`config.mk`:
```
export PLATFORM = sky130hd
export DESIGN_NAME = fm_sweep_ctrl
export DESIGN_NICKNAME = d
export VERILOG_FILES = /design/src/rtl/fm_ctrl_pkg.sv /design/src/rtl/fm_next_freq.sv /design/src/rtl/fm_sweep_ctrl.sv
export SDC_FILE = /design/constraint.sdc
export NUM_CORES = 1
export LEC_CHECK = 0
export ABC_AREA = 1
export CAP_MARGIN = 20
export CORE_MARGIN = 3
export CORE_UTILIZATION = 30
export DETAILED_ROUTE_END_ITERATION = 8
export PLACE_DENSITY = 0.46
export REMOVE_ABC_BUFFERS = 1
export SLEW_MARGIN = 20
export SYNTH_ARGS = -nofsm -noshare
export SYNTH_HDL_FRONTEND = slang
export SYNTH_SLANG_ARGS = --single-unit
```
`constraint.sdc`:
```
create_clock -name Clock -period 4.5 [get_ports Clock]
set_clock_uncertainty 0.1 [all_clocks]
set_input_delay 0.45 -clock Clock [delete_from_list [all_inputs] [get_ports Clock]]
set_output_delay 0.45 -clock Clock [all_outputs]
set_load 0.005 [all_outputs]
```
`src/rtl/fm_ctrl_pkg.sv`:
```
// Shared widths, sweep state encoding and direction constants for the FM sweep sequencer.
package fm_ctrl_pkg;

   localparam int unsigned FM_FW = 48;
   localparam int unsigned FM_DW = 16;

   typedef enum logic [1:0] {
      ST_IDLE  = 2'd0,
      ST_DWELL = 2'd1,
      ST_STEP  = 2'd2
   } fm_state_e;

   typedef enum logic {
      DIR_UP   = 1'b0,
      DIR_DOWN = 1'b1
   } fm_dir_e;

endpackage

```
`src/rtl/fm_next_freq.sv`:
```
// Combinational next tuning word with clamping to the stop word, plus end-of-sweep detect.
module fm_next_freq
   import fm_ctrl_pkg::*;
#(
   parameter int unsigned FW = FM_FW
)
(
   input  logic [FW-1:0] cur_i,
   input  logic [FW-1:0] stop_i,
   input  logic [FW-1:0] step_i,
   input  fm_dir_e       dir_i,
   output logic [FW-1:0] next_o,
   output logic          at_stop_o
);

   logic [FW:0] sum;
   logic [FW:0] diff;

   // Extra MSB carries the overflow (up) or borrow (down) so clamping never wraps.
   always_comb begin
      sum       = {1'b0, cur_i} + {1'b0, step_i};
      diff      = {1'b0, cur_i} - {1'b0, step_i};
      next_o    = stop_i;
      at_stop_o = (cur_i == stop_i);
      if (step_i != '0) begin
         if (dir_i == DIR_UP) begin
            if (!sum[FW] && (sum[FW-1:0] < stop_i)) begin
               next_o = sum[FW-1:0];
            end
         end else begin
            if (!diff[FW] && (diff[FW-1:0] > stop_i)) begin
               next_o = diff[FW-1:0];
            end
         end
      end
   end

endmodule

```
`src/rtl/fm_sweep_ctrl.sv`:
```
// FM tuning-word sweep sequencer: steps start->stop with a per-word dwell and a load strobe.
// Optional macro FM_SWEEP_HOLD_EN adds a Hold input that freezes the dwell countdown.
module fm_sweep_ctrl
   import fm_ctrl_pkg::*;
#(
   parameter int unsigned FW = FM_FW,
   parameter int unsigned DW = FM_DW
)
(
   input  logic          Clock,
   input  logic          Reset,
   input  logic          Start,
   input  logic          Abort,
   input  logic          Cont,
`ifdef FM_SWEEP_HOLD_EN
   input  logic          Hold,
`endif
   input  logic [FW-1:0] F_Start,
   input  logic [FW-1:0] F_Stop,
   input  logic [FW-1:0] F_Step,
   input  logic [DW-1:0] Dwell,
   output logic [FW-1:0] Freq_Out,
   output logic          Freq_EN,
   output logic          Busy,
   output logic          Done
);

   localparam logic [DW-1:0] DW_ONE = {{(DW-1){1'b0}}, 1'b1};

   fm_state_e     state_q, state_d;
   fm_dir_e       dir_q,   dir_d;
   logic [FW-1:0] start_q, start_d;
   logic [FW-1:0] stop_q,  stop_d;
   logic [FW-1:0] step_q,  step_d;
   logic          cont_q,  cont_d;
   logic [DW-1:0] dwell_q, dwell_d;
   logic [DW-1:0] cnt_q,   cnt_d;
   logic [FW-1:0] freq_q,  freq_d;
   logic          en_q,    en_d;
   logic          busy_q,  busy_d;
   logic          done_q,  done_d;

   logic [DW-1:0] dwell_eff;
   logic [FW-1:0] next_word;
   logic          at_stop;
   logic          hold;

`ifdef FM_SWEEP_HOLD_EN
   assign hold = Hold;
`else
   assign hold = 1'b0;
`endif

   assign dwell_eff = (Dwell == '0) ? DW_ONE : Dwell;

   fm_next_freq #(
      .FW (FW)
   ) u_next (
      .cur_i     (freq_q),
      .stop_i    (stop_q),
      .step_i    (step_q),
      .dir_i     (dir_q),
      .next_o    (next_word),
      .at_stop_o (at_stop)
   );

   always_comb begin
      state_d = state_q;
      dir_d   = dir_q;
      start_d = start_q;
      stop_d  = stop_q;
      step_d  = step_q;
      cont_d  = cont_q;
      dwell_d = dwell_q;
      cnt_d   = cnt_q;
      freq_d  = freq_q;
      en_d    = 1'b0;
      done_d  = 1'b0;

      case (state_q)
         ST_IDLE: begin
            if (Start && !Abort) begin
               start_d = F_Start;
               stop_d  = F_Stop;
               step_d  = F_Step;
               cont_d  = Cont;
               dwell_d = dwell_eff;
               dir_d   = (F_Stop >= F_Start) ? DIR_UP : DIR_DOWN;
               freq_d  = F_Start;
               en_d    = 1'b1;
               cnt_d   = dwell_eff - DW_ONE;
               state_d = ST_DWELL;
            end
         end

         ST_DWELL: begin
            if (Abort) begin
               state_d = ST_IDLE;
            end else if (!hold) begin
               if (cnt_q == '0) begin
                  state_d = ST_STEP;
               end else begin
                  cnt_d = cnt_q - DW_ONE;
               end
            end
         end

         ST_STEP: begin
            if (Abort) begin
               state_d = ST_IDLE;
            end else if (at_stop && !cont_q) begin
               done_d  = 1'b1;
               state_d = ST_IDLE;
            end else begin
               freq_d  = at_stop ? start_q : next_word;
               en_d    = 1'b1;
               cnt_d   = dwell_q - DW_ONE;
               state_d = ST_DWELL;
            end
         end

         default: begin
            state_d = ST_IDLE;
         end
      endcase

      busy_d = (state_d != ST_IDLE);
   end

   always_ff @(posedge Clock) begin
      if (!Reset) begin
         state_q <= ST_IDLE;
         dir_q   <= DIR_UP;
         start_q <= '0;
         stop_q  <= '0;
         step_q  <= '0;
         cont_q  <= 1'b0;
         dwell_q <= '0;
         cnt_q   <= '0;
         freq_q  <= '0;
         en_q    <= 1'b0;
         busy_q  <= 1'b0;
         done_q  <= 1'b0;
      end else begin
         state_q <= state_d;
         dir_q   <= dir_d;
         start_q <= start_d;
         stop_q  <= stop_d;
         step_q  <= step_d;
         cont_q  <= cont_d;
         dwell_q <= dwell_d;
         cnt_q   <= cnt_d;
         freq_q  <= freq_d;
         en_q    <= en_d;
         busy_q  <= busy_d;
         done_q  <= done_d;
      end
   end

   assign Freq_Out = freq_q;
   assign Freq_EN  = en_q;
   assign Busy     = busy_q;
   assign Done     = done_q;

endmodule
```
==> results.md, run 1 <==
- Die Ht: 289 um
- Synth area leaders: nand2_1 20%, dfxtp_1 19%, ha_1 13%
- Met3 Usage GRT: 2.74%
- Largest net degree at the start of global routing: 131
- Clock root buffer: clkbuf_16
- Yosys top cell area share: 20.0%
- Chip width: 289 um
- Avg Cell Area, Syn: 5.71 sq um
- Adder-cell share of the synthesized area: 12.9%
- Iteration-0 DRC Markers: 1,974
- Max Root-Sink Buffers: 3
- Final net count: 5,449
- Kind of critical path: flip-flop to flip-flop
- Hold depth: 3
- Mux cell area share after synthesis: 0%
- CP endpoint kind: flip-flop
- Pint: 7.58 mW
- WP data required: 4.90 ns
- Routability Congestion: 1.03
- Cell Area, Synth: 0.0240 sq mm
- Antenna Violating Nets Remaining: 0
- Max-cap violation count: 0
- Post-synth top area cell: nand2_1
- Final cycle utilization of the critical path: 101%
- Outcome: finished, violations left
- Post-synthesis compound-gate area fraction: 15.7%
- First drt pass iteration count: 5
- Share of cells above drive strength 1: 27.9%
- Hold WC Path Type: input port to flip-flop
- Psw: 6.13 mW
- Crit start category: flip-flop
- Min Tclk post-route: 4.53 ns
- Worst setup margin: -0.0262 ns
- Via total after detailed routing: 29,100
- Core region area: 0.0791 sq mm
- Logic pwr share: 63.7%
- Clk sinks: 231
- Largest family of logic cells by synthesized area: simple AND/OR/NAND/NOR gates
- CTS H-tree depth: 1
- Hold WS: 0.251 ns
- CP max FO: 19
- FF-to-FF path depth: 29
- Met1 usage: 37.9%
- Vias/cell: 4.77
- Worst-Margin Slew: 1.34 ns
- All-Layer GR Usage: 26.4%
- Power Total: 13.7 mW
- Post-synthesis simple-gate area fraction: 35.4%
- Slowest cell on the critical path: dfxtp_2
- WP data arrival: 4.93 ns
- Leak: 18.9 nW
- Hold Vio Cnt, Final: 0
- Area grow syn2layout: 51.9%
- Async SR Flop Fraction: 0%
- RSZ-0062 raised after global routing: true
- Setup TNS: -0.0902 ns
- Power Density: 375 mW/mm^2
- PortBufs: 215
- Post-synth EDFFs: 0
- Busiest grt layer: met2
- Starting Density: 30.4%
- Xor and xnor area share after synthesis: 3.02%
- Initial antenna violation count: 0
- Slew HR: 10.2%
- Largest stage delay, worst path: 0.34 ns
- Worst IR Drop VDD: 0.357 mV
- First-pass GRT wire length: 169 mm
- WL/cell: 18.8 um
- Most common cell after layout, fill and taps aside: nand2_1
- Hold Path End: Freq_Out[46]$_SDFFE_PN0P_
- DP HPWL: 92.6 mm
- Fin. max-slew vios: 0
- Synth Flop Type: dfxtp_1
- Gr ovfl total: 0
- Final setup fails: 7
- Unique cell type count in the Yosys netlist: 56
- Net Sw Frac: 44.7%
- Die footprint: 0.0836 sq mm
- GR Util met2: 42.1%
- Failing checks: negative setup slack
- TritonCTS clock tree: yes
- DRC Markers: 0
- Seq pwr share: 17.3%
- RR Startpoint: step_q[7]$_SDFFE_PN0P_
- Site Rows: 103
- Synthesis warning total: 0
- Seq/Total Area, Yosys: 19.2%
- Hold Buf Count CTS: 0
- Number of synthesized register bits: 231
- Syn Inst Count: 4,213
- Worst-Skew Late Latency: 0.62 ns
- Antenna cells: 0
- Vias in the first global route: 27,700
- Fmax: 0.221 GHz
- Reg2Reg Capture Point: Freq_Out[27]$_SDFFE_PN0P_
- Num ports: 216
- Routed WL: 115 mm
- Worst Min Path Start: Reset
- Worst R2R Setup Slack: -0.03 ns
- Worst-path clk slew: 0.06 ns
- CTS buffer count: 31
- Most frequent cells in the layout: 1,103 x nand2_1, 679 x buf_4, 622 x inv_1
- Clk pwr share: 19.1%
## area by class of cell
type / count / area, sq um
repair buffers: 953 / 8170
multi-input cells: 3134 / 18700
well taps: 1050 / 1310
flip-flops and latches: 231 / 4670
fillers: 8525 / 42600
clock inverters: 16 / 209
clock buffers: 40 / 840
inverters: 686 / 2580
## metal layers
metal  up-vias  wire length [um]
met3       138              6010
met4         0              3580
met5         -                 0
met1     13400             54700
met2       729             50400
li1      14900                 -
## registers in the layout, summed over array words and instances (netlist names)
signal,count
stop_q,48
state_q,2
dwell_q,16
Freq_Out,48
Busy,1
cnt_q,16
Freq_EN,1
Done,1
dir_q,1
start_q,48
cont_q,1
step_q,48
## Yosys cell counts (all sizes together), types with 10 or more instances
cell type,n
o21bai,21
inv,685
clkbuf,95
ha,245
nand3,194
nor3,28
xnor2,10
a21oi,405
dfxtp,231
nor4,23
xor2,73
nand4,60
nand2,1288
o21ai,245
buf,67
nor2,480
## what timing repair did
| item | CTS | global route |
|---|---|---|
| endpoints found under the setup margin | 48 | 48 |
| hold endpoints to repair | 0 | 0 |
| pin swaps | 31 | 109 |
| resized for setup | 226 | 517 |
| cloned | 2 | 2 |
| setup buffers | 19 | 48 |
## worst max-delay path by stage
stage | start | endpoint | slack, ns | cells after the start
after floorplan | Abort | cont_q$_SDFFE_PN0P_ | -4.42 | 6
after global placement | step_q[7]$_SDFFE_PN0P_ | Freq_Out[9]$_SDFFE_PN0P_ | -1.17 | 28
after detailed placement | step_q[2]$_SDFFE_PN0P_ | Freq_Out[9]$_SDFFE_PN0P_ | -1.04 | 30
after CTS | step_q[7]$_SDFFE_PN0P_ | Freq_Out[9]$_SDFFE_PN0P_ | 0.00004 | 28
after global routing | Freq_Out[0]$_SDFFE_PN0P_ | Freq_Out[40]$_SDFFE_PN0P_ | -0.23 | 31
final | step_q[7]$_SDFFE_PN0P_ | Freq_Out[27]$_SDFFE_PN0P_ | -0.03 | 29
## stage by stage
step / instance area [sq um] / instances / setup slack (ns) / util, %
6_report: 36500 / 6110 / -0.0262 / 46.2
5_1_grt: 36500 / 6110 / -0.234 / 46.2
4_1_cts: 34200 / 6061 / 0.0000422 / 43.3
3_5_place_dp: 32000 / 5985 / -1.04 / 40.4
3_3_place_gp: 32000 / 5985 / -1.17 / 40.4
2_1_floorplan: 23300 / 4051 / -4.42 / -
## logic make-up after synthesis
group	count (synthesis)
simple gates	2092
buf+inv	848
compound gates	712
fa+ha+maj	247
flops	231
xor+xnor	83
## critical path: cells and delay by family (launching register included)
family          cells  cell delay (ns)
simple gates       18             2.26
buf+inv             7             0.87
fa+ha+maj           2             0.54
flops               1             0.34
xor+xnor            1             0.18
compound gates      1             0.05
## power by group through the flow
stage / Sequential [mW] / Combinational (mW) / Clock, mW
2_1_floorplan: 2.40 / 3.61 / 0
3_3_place_gp: 2.38 / 7.25 / 0
3_5_place_dp: 2.38 / 7.26 / 0
4_1_cts: 2.35 / 7.81 / 2.68
5_1_grt: 2.39 / 9.50 / 2.76
6_report: 2.37 / 8.73 / 2.61
No activity file was read; power rests on OpenSTA's default activity.
==> run 2: changes to the inputs <==
--- a/config.mk
+++ b/config.mk
@@ -6,7 +6,6 @@
 export NUM_CORES = 1
 export LEC_CHECK = 0
 export ABC_AREA = 1
-export CAP_MARGIN = 20
 export CORE_MARGIN = 3
 export CORE_UTILIZATION = 30
 export DETAILED_ROUTE_END_ITERATION = 8
==> results of run 2 <==
No change in the layout: final DEF, timing and power equal those of run 1.
==> run 3: changes to the inputs <==
==> constraint.sdc (replaced) <==
create_clock -name Clock -period 5.3 [get_ports Clock]
set_clock_uncertainty 0.1 [all_clocks]
set_input_delay 0.53 -clock Clock [delete_from_list [all_inputs] [get_ports Clock]]
set_output_delay 0.53 -clock Clock [all_outputs]
set_load 0.005 [all_outputs]
==> results.md, run 3 (synthesis results as in run 1) <==
- Site Rows: 103 (unchanged)
- Clk pwr share: 23.6% (+4.5 points)
- Hold Vio Cnt, Final: 0 (unchanged)
- Fin. max-slew vios: 0 (unchanged)
- Largest stage delay, worst path: 0.50 ns (+0.16 ns)
- Chip width: 289 um (unchanged)
- Sequential cell area: 0.00462 sq mm (-0.96%)
- Clk sinks: 231 (unchanged)
- Final setup fails: 0 (-7)
- All-Layer GR Usage: 25.5% (-0.92 points)
- Iteration-0 DRC Markers: 1,873 (-5.1%)
- Net Sw Frac: 46.6% (+1.9 points)
- Design area: 0.0299 sq mm (-18%)
- Most frequent cells in the layout: 1,272 x nand2_1, 669 x inv_1, 456 x nor2_1
- Antenna Violating Nets Remaining: 0 (unchanged)
- DP HPWL: 89.2 mm (-3.7%)
- Slew HR: 17.4% (+7.2 points)
- CP max FO: 42 (+23)
- Leak: 15.9 nW (-16%)
- Most common cell after layout, fill and taps aside: nand2_1
- Max-cap violation count: 0 (unchanged)
- Area occupied by multi-input gates: 0.0163 sq mm (-13%)
- Share of cells above drive strength 1: 8.18% (-20 points)
- Via total after detailed routing: 27,100 (-7.1%)
- Top cell by count, worst path: nand2_1
- TritonCTS clock tree: yes
- Final Non-Filler Cells: 5,601 (-8.3%)
- Outcome: completed
- Placed Instances: 5,539 (-7.5%)
- Initial antenna violation count: 0 (unchanged)
- WL/cell: 19.4 um (+3.4%)
- Hold WS: 0.350 ns (+0.0991 ns)
- Vias/cell: 4.84 (+1.4%)
- Worst-Margin Slew: 1.23 ns (-0.108 ns)
- WP data required: 5.66 ns (+0.76 ns)
- Fmax: 0.198 GHz (-10%)
- Routability Congestion: 1.02 (-1.1%)
- Power Total: 9.93 mW (-28%)
- Filler cells: 9,002 (+5.6%)
- Clock root buffer: clkbuf_16
- Slowest cell on the critical path: fa_1
- Power Density: 332 mW/mm^2 (-11%)
- Layout Utilization: 37.8% (-8.4 points)
- Crit start category: flip-flop
- Final net count: 4,940 (-9.3%)
- CTS buffer count: 34 (+9.7%)
- Num ports: 216 (unchanged)
- DP Area: 0.0286 sq mm (-11%)
- Psw: 4.62 mW (-25%)
- Routed WL: 109 mm (-5.2%)
- Gr ovfl total: 0 (unchanged)
- Core region area: 0.0791 sq mm (unchanged)
- Die Ht: 289 um (unchanged)
- Vias in the first global route: 25,700 (-7.3%)
- Worst-path clk slew: 0.06 ns (about the same)
- CP endpoint kind: flip-flop
- DRC Markers: 0 (unchanged)
- WP data arrival: 5.41 ns (+0.48 ns)
- Starting Density: 30.4% (unchanged)
- Final cycle utilization of the critical path: 95.2% (-5.4 points)
- Die footprint: 0.0836 sq mm (unchanged)
- Hold WC Path Type: input port to flip-flop
- Kind of critical path: flip-flop to flip-flop
- Max Root-Sink Buffers: 3 (unchanged)
- Pint: 5.30 mW (-30%)
- PortBufs: 215 (unchanged)
- Largest net degree at the start of global routing: 102 (-22%)
- CTS H-tree depth: 2 (+1)
- Seq pwr share: 20.2% (+2.9 points)
- Min Tclk post-route: 5.05 ns (+0.519 ns)
- Logic pwr share: 56.3% (-7.4 points)
- Worst-Skew Late Latency: 0.58 ns (-0.04 ns)
- First-pass GRT wire length: 162 mm (-4.1%)
- First drt pass iteration count: 5 (unchanged)
- Worst IR Drop VDD: 0.209 mV (-41%)
- Area grow syn2layout: 24.3%
[run 3: cell count changes in the layout (fill, tap and decap cells not counted), sizes merged]
| cell | delta |
|---|---|
| bufbuf | -1 |
| buf | -509 |
| bufinv | -2 |
| clkinv | -2 |
| diode | +1 |
| clkbuf | +4 |
[run 3: path summary, 6_finish.rpt]
kind,end,from,slack [ns],depth (start not counted)
setup reg to reg,Freq_Out[7]$_SDFFE_PN0P_,Freq_Out[1]$_SDFFE_PN0P_,0.25,31
hold reg to reg,cnt_q[2]$_SDFFE_PN0P_,cnt_q[2]$_SDFFE_PN0P_,0.38,2
setup / recovery,Freq_Out[7]$_SDFFE_PN0P_,Freq_Out[1]$_SDFFE_PN0P_,0.25,31
hold / removal,Freq_Out[46]$_SDFFE_PN0P_,Reset,0.35,3
[run 3: worst max-delay path, delay by kind of cell, from the launching register on]
family,cells,cell delay (ns)
and+or+nand+nor,22,2.52
adders and majority gates,2,0.76
AOI/OAI and AO/OA,3,0.53
buffers and inverters,4,0.52
DFF,1,0.41
[run 3: final cells by class]
class                   instances  area share [%]
multi-input cells            3134            54.4
flip-flops and latches        231            15.5
repair buffers                441            13.3
inverters                     686            8.64
well taps                    1050            4.40
clock buffers                  46            3.20
clock inverters                12           0.515
diodes                          1         0.00838
[run 3: per-stage QoR]
stage | setup slack, ns | TNS, ns
after floorplan | -3.70 | -368.53
after global placement | -0.0679 | -0.132
after detailed placement | -0.00574 | -0.00890
after CTS | 0.0198 | 0
after global routing | -0.00342 | -0.00342
final | 0.254 | 0
[run 3: timing repair]
action | CTS | global route
setup endpoints to repair | 2 | 48
pin swaps | 0 | 2
gates resized for setup | 1 | 38
hold buffers | 0 | 0
buffers inserted | 0 | 3
[run 3: power groups by stage]
stage | clock network, mW | logic, mW | registers, mW
CTS | 2.40 | 5.46 | 2.00
finish | 2.34 | 5.58 | 2.00
global route | 2.47 | 6.22 | 2.02
floorplan | 0 | 3.07 | 2.03
detailed placement | 0 | 5.42 | 2.04
global placement | 0 | 5.44 | 2.04
[run 3: per-layer routing]
metal  GRT usage (%)  part of all wire, %  vias to the layer above
met5               0                    0                        -
met4            6.17                  2.8                        0
met3            2.54                  5.1                      118
li1                -                    -                    13900
met2            40.3                   43                      664
met1            37.1                   49                    12400
